## src/rtl/vote_ctrl.sv

```systemverilog
// vote_ctrl: 5-voter ballot collector with per-voter ack, TIMEOUT-bounded COLLECT, 3-of-5 bitwise majority result, count and timed_out, done pulse
module vote_ctrl #(
  parameter int TIMEOUT = 16
) (
  input  logic        clk,
  input  logic        rst,
  input  logic        start,
  input  logic [4:0]  vld,
  input  logic [14:0] ballots,
  output logic [4:0]  ack,
  output logic        busy,
  output logic        done,
  output logic [2:0]  result,
  output logic [2:0]  count,
  output logic        timed_out
);
  typedef enum logic [1:0] {IDLE, COLLECT, DECIDE, DONE} state_t;
  state_t      state;
  logic [7:0]  timer;
  logic [4:0]  rcv, take, rcv_n;
  logic [14:0] store, tmask;
  logic [2:0]  maj, cnt;
  logic        last;
  function automatic logic [2:0] popcnt(input logic [4:0] v);
    popcnt = 3'(v[0]) + 3'(v[1]) + 3'(v[2]) + 3'(v[3]) + 3'(v[4]);
  endfunction
  always_comb begin
    take  = state == COLLECT ? vld & ~rcv : 5'd0;
    rcv_n = rcv | take;
    tmask = {{3{take[4]}}, {3{take[3]}}, {3{take[2]}}, {3{take[1]}}, {3{take[0]}}};
    last  = timer == 8'(TIMEOUT - 1);
    cnt   = popcnt(rcv);
    maj   = 3'd0;
    for (int b = 0; b < 3; b++)
      maj[b] = popcnt({store[12+b], store[9+b], store[6+b], store[3+b], store[b]}) > 3'd2;
  end
  always_ff @(posedge clk) begin
    if (rst) begin
      state     <= IDLE;
      ack       <= 5'd0;
      busy      <= 1'b0;
      done      <= 1'b0;
      result    <= 3'd0;
      count     <= 3'd0;
      timed_out <= 1'b0;
      timer     <= 8'd0;
      rcv       <= 5'd0;
      store     <= 15'd0;
    end else begin
      ack  <= take;
      done <= 1'b0;
      case (state)
        IDLE: if (start) begin
          state <= COLLECT;
          busy  <= 1'b1;
          timer <= 8'd0;
          rcv   <= 5'd0;
          store <= 15'd0;
        end
        COLLECT: begin
          store <= (store & ~tmask) | (ballots & tmask);
          rcv   <= rcv_n;
          timer <= timer + 8'd1;
          if (&rcv_n || last) state <= DECIDE;
        end
        DECIDE: begin
          result    <= maj;
          count     <= cnt;
          timed_out <= cnt != 3'd5;
          done      <= 1'b1;
          state     <= DONE;
        end
        default: begin
          state <= IDLE;
          busy  <= 1'b0;
        end
      endcase
    end
  end
endmodule

```

## config.mk

```make
export PLATFORM = sky130hd
export DESIGN_NAME = vote_ctrl
export DESIGN_NICKNAME = d
export VERILOG_FILES = /design/src/rtl/vote_ctrl.sv
export SDC_FILE = /design/constraint.sdc
export NUM_CORES = 1
export LEC_CHECK = 0
export CAP_MARGIN = 20
export CORE_ASPECT_RATIO = 1.5
export CORE_MARGIN = 4
export CORE_UTILIZATION = 44
export CTS_CLUSTER_SIZE = 10
export DETAILED_ROUTE_END_ITERATION = 8
export HOLD_SLACK_MARGIN = 0.12
export PLACE_DENSITY = 0.68
export SYNTH_ARGS = -nofsm -noshare
export SYNTH_HDL_FRONTEND = slang
export SYNTH_SLANG_ARGS = --single-unit
```

## constraint.sdc

```tcl
create_clock -name clk -period 4.1 [get_ports clk]
set_input_delay 1.025 -clock clk [delete_from_list [all_inputs] [get_ports clk]]
set_output_delay 1.025 -clock clk [all_outputs]
set_load 0.1 [all_outputs]
```

==> Word level (Yosys, flattened, before mapping) <==
Cells that the tools add are included.
{ "totals": {"regBits": 44, "inputBits": 23, "output_inout_bits": 14, "wordCells": 65} }
{ "classes": {"addsub": 17, "n_lt_le_gt_ge": 3, "n_eq_ne": 6, "muxes": 13, "bitwise_logic": 8, "reduce_logical": 8} }
{ "op_table": {"columns": ["operator", "count"], "rows": [
  ["$and A15 B15 Y15", 2],
  ["$pmux W15 S2", 1],
  ["$add A3 B1 Y3", 8],
  ["$pmux W8 S2", 1],
  ["$mux W15", 1],
  ["$not A15 Y15", 1],
  ["$or A15 B15 Y15", 1],
  ["$add A2 B1 Y3", 4],
  ["$mux W5", 2],
  ["$pmux W5 S2", 1],
  ["$gt A3 B2 Y1 const B", 3],
  ["$add A1 B1 Y2", 4],
  ["$add A8 B1 Y8 const B", 1],
  ["$eq A8 B4 Y1 const B", 1],
  ["$mux W8", 1],
  ["$pmux W2 S3", 1],
  ["$reduce_and A2 Y1", 3],
  ["$and A5 B5 Y5", 1],
  ["$not A5 Y5", 1],
  ["$or A5 B5 Y5", 1],
  ["$reduce_and A5 Y1", 1],
  ["$mux W2", 2],
  ["$ne A3 B3 Y1 const B", 1],
  ["$eq A2 B1 Y1 const B", 1],
  ["10 further kinds", 11]
]} }

==> Longest topological paths before layout <==
{ "depth": {"word_depth": 8, "depth_mapped": 9, "depth_no_buf": 9} }

==> Least setup slack after synthesis <==
Ideal clock, no wire load.
{ "synth_timing": {"path_kind": "in2reg", "from": "input start", "to": "register state[0]", "arrival_ns": 1.964, "required_time_ns": 3.979, "slack_ns": 2.015, "path_stages": 5, "n_path_buf": 1, "cell_sequence": "nand2b_1 > buf_2 > a21boi_1 > a22oi_2 > mux2_4"} }
{ "synth_between": {"elab_chain_cells": 2} }
{ "synth_lines": {"columns": ["element", "line", "source"], "rows": [
  ["start: declaration", "7", "input logic start,"],
  ["$ne A2 B2 Y1 (no source line)", null, null],
  ["$reduce_and A2 Y1 (no source line)", null, null],
  ["end signal: assignment", "39", "state <= IDLE;"],
  ["end signal: assignment", "54", "state <= COLLECT;"],
  ["end signal: assignment", "64", "if (&rcv_n || last) state <= DECIDE;"],
  ["end: declaration", "18", "state_t state;"]
]} }
Every way passes these cells.
A chain may end at the register's enable or synchronous reset.

==> Final worst setup path <==
{ "layout_timing": {"from": "register result[2]", "to": "output result[2]"} }
{ "layout_lines": {"columns": ["element", "line", "source"], "rows": [
  ["start: declaration", "13", "output logic [2:0] result,"],
  ["start signal: assignment", "67", "result <= maj;"]
]} }
No word-level cell between the ends.

==> key figures <==
Worst setup path
  • Capturing element type of the critical path: output pin
  • R2R Path Start: rcv[0]$_SDFFE_PP0P_
  • Bufs and invs on worst path: 1
  • Data arrival time at the worst-slack endpoint: 1.79 ns
  • Start point of the critical path: result[2]$_SDFFE_PP0P_
  • Reg2reg setup slack: 1.98 ns
  • Biggest cell delay along the critical path: 1.14 ns
  • Cell count along the critical path: 1
  • CP cell instances: clkdlybuf4s50_1
  • End point of the critical path: result[2]
  • Critical Path Start Type: register
  • Critical-path top delay cell: sky130_fd_sc_hd__clkdlybuf4s50_1
  • Worst flop-to-flop path endpoint: timed_out$_SDFFE_PP0P_
  • Maximum fanout along the worst path: 2
  • Cells on worst reg2reg path: 7
  • Critical path's top delay family: buffers and inverters
  • CP required: 3.07 ns
  • Critical path class: register to output pin

CTS
  • Source-to-sink clock delay at the later pin of the worst-skew pair: approximately 0.3 ns
  • H-tree lvl count: 2
  • Cts-stage hold buffer count: 0
  • CTS tree: built
  • TritonCTS Buffers: 5
  • TritonCTS sink count: 44
  • CTS Buffer Depth: 2
  • Clock-pin slew on the worst setup and hold paths: 0.08 ns
  • Number of setup buffers added after CTS: 0
  • Root Buffer: sky130_fd_sc_hd__clkbuf_8
  • Post-CTS resize count: 0

Drt
  • Total Routed Length: between 4 and 5 mm
  • Remaining routing DRC violations: 0
  • Count of nets left with antenna violations after detail routing: 0
  • Number of DRC markers after the initial detailed-route iteration: 60
  • Drt first pass iters: 4
  • Via total after detailed routing: 1612
  • Drt via density: slightly below 5
  • Drt wl/cell: 13.05 um

Synth
  • Area fraction of the dominant cell type after synthesis: approximately 41%
  • Gate count of the mapped netlist: approximately 230
  • Post-Syn Area per Cell: ~9.6 um^2
  • Leading post-synthesis cells by cell area: sky130_fd_sc_hd__dfxtp_1 41%, sky130_fd_sc_hd__mux2i_1 10%, sky130_fd_sc_hd__fa_1 7.4%, sky130_fd_sc_hd__ha_1 6.9%, sky130_fd_sc_hd__nor2_1 5.7%
  • Sequential area share after synthesis: roughly two fifths
  • Library cells used by synthesis: 36
  • Synthesis warning total: 0
  • Cell type contributing the most total cell area after synthesis: sky130_fd_sc_hd__dfxtp_1
  • Cell area after technology mapping: ~0.0022 mm^2
  • Post-synthesis sequential element count: 44
  • Post-synth net total: 269

Cells and area
  • Summed area of non-filler cells in the final layout: 0.002659 mm^2
  • Core utilization of the finished layout: 55.28%
  • Most common cell after layout, fill and taps aside: sky130_fd_sc_hd__dfxtp_1
  • Fraction of final layout cells sized beyond drive strength 1: 4.580%
  • Most used cells in the layout excluding fill and tap cells: 44 x sky130_fd_sc_hd__dfxtp_1, 36 x sky130_fd_sc_hd__clkdlybuf4s50_1, 33 x sky130_fd_sc_hd__nor2_1
  • Area growth syn-to-layout: 23.05%
  • # nets final: about 300
  • Antenna Cells: 0

Global routing
  • GRT Total Usage: 14.91%
  • Global-route wire length before repair: 7.065 mm
  • Initial antenna violation count: 0
  • Number of global-route vias before repair: 1605
  • Overall overflow remaining after global route: 0
  • Largest net degree at the start of global routing: 24

Placement
  • Gp weighted congestion: 0.8148
  • Number of buffers added on ports: 36
  • Post-DP HPWL: 3.237 mm
  • Instance area after placement: 0.002569 mm^2

Power
  • Pwr dens: approximately 500 mW/mm^2
  • Leakage component of the power: approximately 1.1 nW
  • Worst voltage drop across the vdd grid: 0.1965 mV
  • Power after layout: ~0.0013 W

Timing
  • Slew at the pin with the worst max-slew slack: 0.9715 ns
  • Total count of hold-check failures in the final report: 0
  • Unrepaired setup endpoints after global routing: no
  • Largest clock skew in the final design: 0.008141 ns
  • Final number of setup-violating endpoints: 0
  • Normalized max-slew margin: a little over a third
  • Final slew viol count: 0
  • Tcrit/Tclk final: around 69%
  • Post-Route Setup TNS: 0 ns
  • Fmax achieved: 355.1 MHz
  • Final min period: 2.816 ns

Flow run
  • Max-Cap Viols: 0

Min path
  • Tightest Hold Check Type: register to register

Die
  • Effective utilization at floorplan: 44.93%
  • Die boundary width: approximately 65 um
  • Core Area: 0.004810 mm^2
  • Area enclosed by the die boundary: 0.006119 mm^2
  • Boundary Pins: 37
  • Height of the die: 93.83 um
  • Placement row count: 31

Status
  • Status: finished clean
[metal layers]
layer	track usage, %	part of all wire, %	vias to the layer above
met5	0	0	-
met4	7.785	2.5	0
met3	2.874	4.1	8
met2	26.29	49	34
met1	16.59	44	758
li1	-	-	812
[logic make-up after synthesis]
family                   after synthesis  share of synthesized area, %
AO/OA/AOI/OAI                         25                         7.180
adder cells (fa/ha/maj)               20                         14.36
AND/OR/NAND/NOR                       68                         16.91
flip-flops                            44                         40.76
XOR/XNOR                               5                         2.027
buffers and inverters                 40                         7.354
multiplexers                          24                         11.41
[cell type report]
cell class | instances | area (um^2)
inverter | 31 | 116.4
timing repair buffer | 37 | 367.9
fill | 481 | 2151
clock buffer | 8 | 90.09
tap | 66 | 82.58
sequential | 44 | 880.8
multi-input combinational | 142 | 1121
[worst min-delay path by stage]
stage	startpoint	end	slack, ns	depth (start not counted)
floorplan	rcv[4]$_SDFFE_PP0P_	ack[4]$_SDFF_PP0_	0.42	1
global placement	rcv[4]$_SDFFE_PP0P_	ack[4]$_SDFF_PP0_	0.45	1
detailed placement	rcv[4]$_SDFFE_PP0P_	ack[4]$_SDFF_PP0_	0.45	1
CTS	rcv[4]$_SDFFE_PP0P_	ack[4]$_SDFF_PP0_	0.48	1
global route	rcv[4]$_SDFFE_PP0P_	ack[4]$_SDFF_PP0_	0.50	1
finish	rcv[4]$_SDFFE_PP0P_	ack[4]$_SDFF_PP0_	0.48	1
[Yosys cell counts]
cell type / count
sky130_fd_sc_hd__fa_1: 8
sky130_fd_sc_hd__dfxtp_1: 44
sky130_fd_sc_hd__mux2i_1: 22
sky130_fd_sc_hd__or4_1: 1
sky130_fd_sc_hd__ha_1: 12
sky130_fd_sc_hd__o21bai_1: 1
sky130_fd_sc_hd__nand3b_1: 1
sky130_fd_sc_hd__or3_1: 1
sky130_fd_sc_hd__o21ai_0: 4
sky130_fd_sc_hd__nor4_4: 1
sky130_fd_sc_hd__and3_2: 1
sky130_fd_sc_hd__nor3b_1: 5
sky130_fd_sc_hd__nand3_1: 2
sky130_fd_sc_hd__xor2_1: 3
sky130_fd_sc_hd__nand4b_1: 3
sky130_fd_sc_hd__a21boi_1: 1
sky130_fd_sc_hd__xnor2_1: 2
sky130_fd_sc_hd__inv_1: 31
sky130_fd_sc_hd__a31oi_1: 3
sky130_fd_sc_hd__buf_2: 4
sky130_fd_sc_hd__mux2_2: 1
sky130_fd_sc_hd__o21ai_1: 1
sky130_fd_sc_hd__nor3_1: 4
sky130_fd_sc_hd__a21oi_1: 9
sky130_fd_sc_hd__nand4_1: 4
sky130_fd_sc_hd__a32oi_1: 1
sky130_fd_sc_hd__nand2b_1: 5
sky130_fd_sc_hd__nor2_1: 33
sky130_fd_sc_hd__clkbuf_1: 4
sky130_fd_sc_hd__a211oi_1: 4
sky130_fd_sc_hd__mux2_4: 1
sky130_fd_sc_hd__buf_4: 1
sky130_fd_sc_hd__nor4bb_1: 2
sky130_fd_sc_hd__nor2b_1: 1
sky130_fd_sc_hd__a22oi_2: 1
sky130_fd_sc_hd__nand2_1: 4
[metrics by stage]
step / hold slack [ns] / std cells / worst slack, ns
finish: 0.4780 / 328 / 1.284
global placement: 0.4517 / 320 / 1.361
CTS: 0.4752 / 328 / 1.284
detailed placement: 0.4521 / 320 / 1.326
floorplan: 0.4200 / 226 / 2.015
global route: 0.5030 / 328 / 1.249
[registers in the layout, indices dropped and copies added (netlist names), 2 cells and up]
signal  cells
count       3
ack         5
timer       8
rcv         5
store      15
result      3
state       2
[where the power goes]
group	switching (W)	internal (W)	total [W]
Combinational	0.000367	0.000186	0.000553
Clock	0.000142	0.000138	0.000280
Sequential	0.0000334	0.000478	0.000511
Total	0.000543	0.000801	0.00134
(Power assumes the default switching activity.)
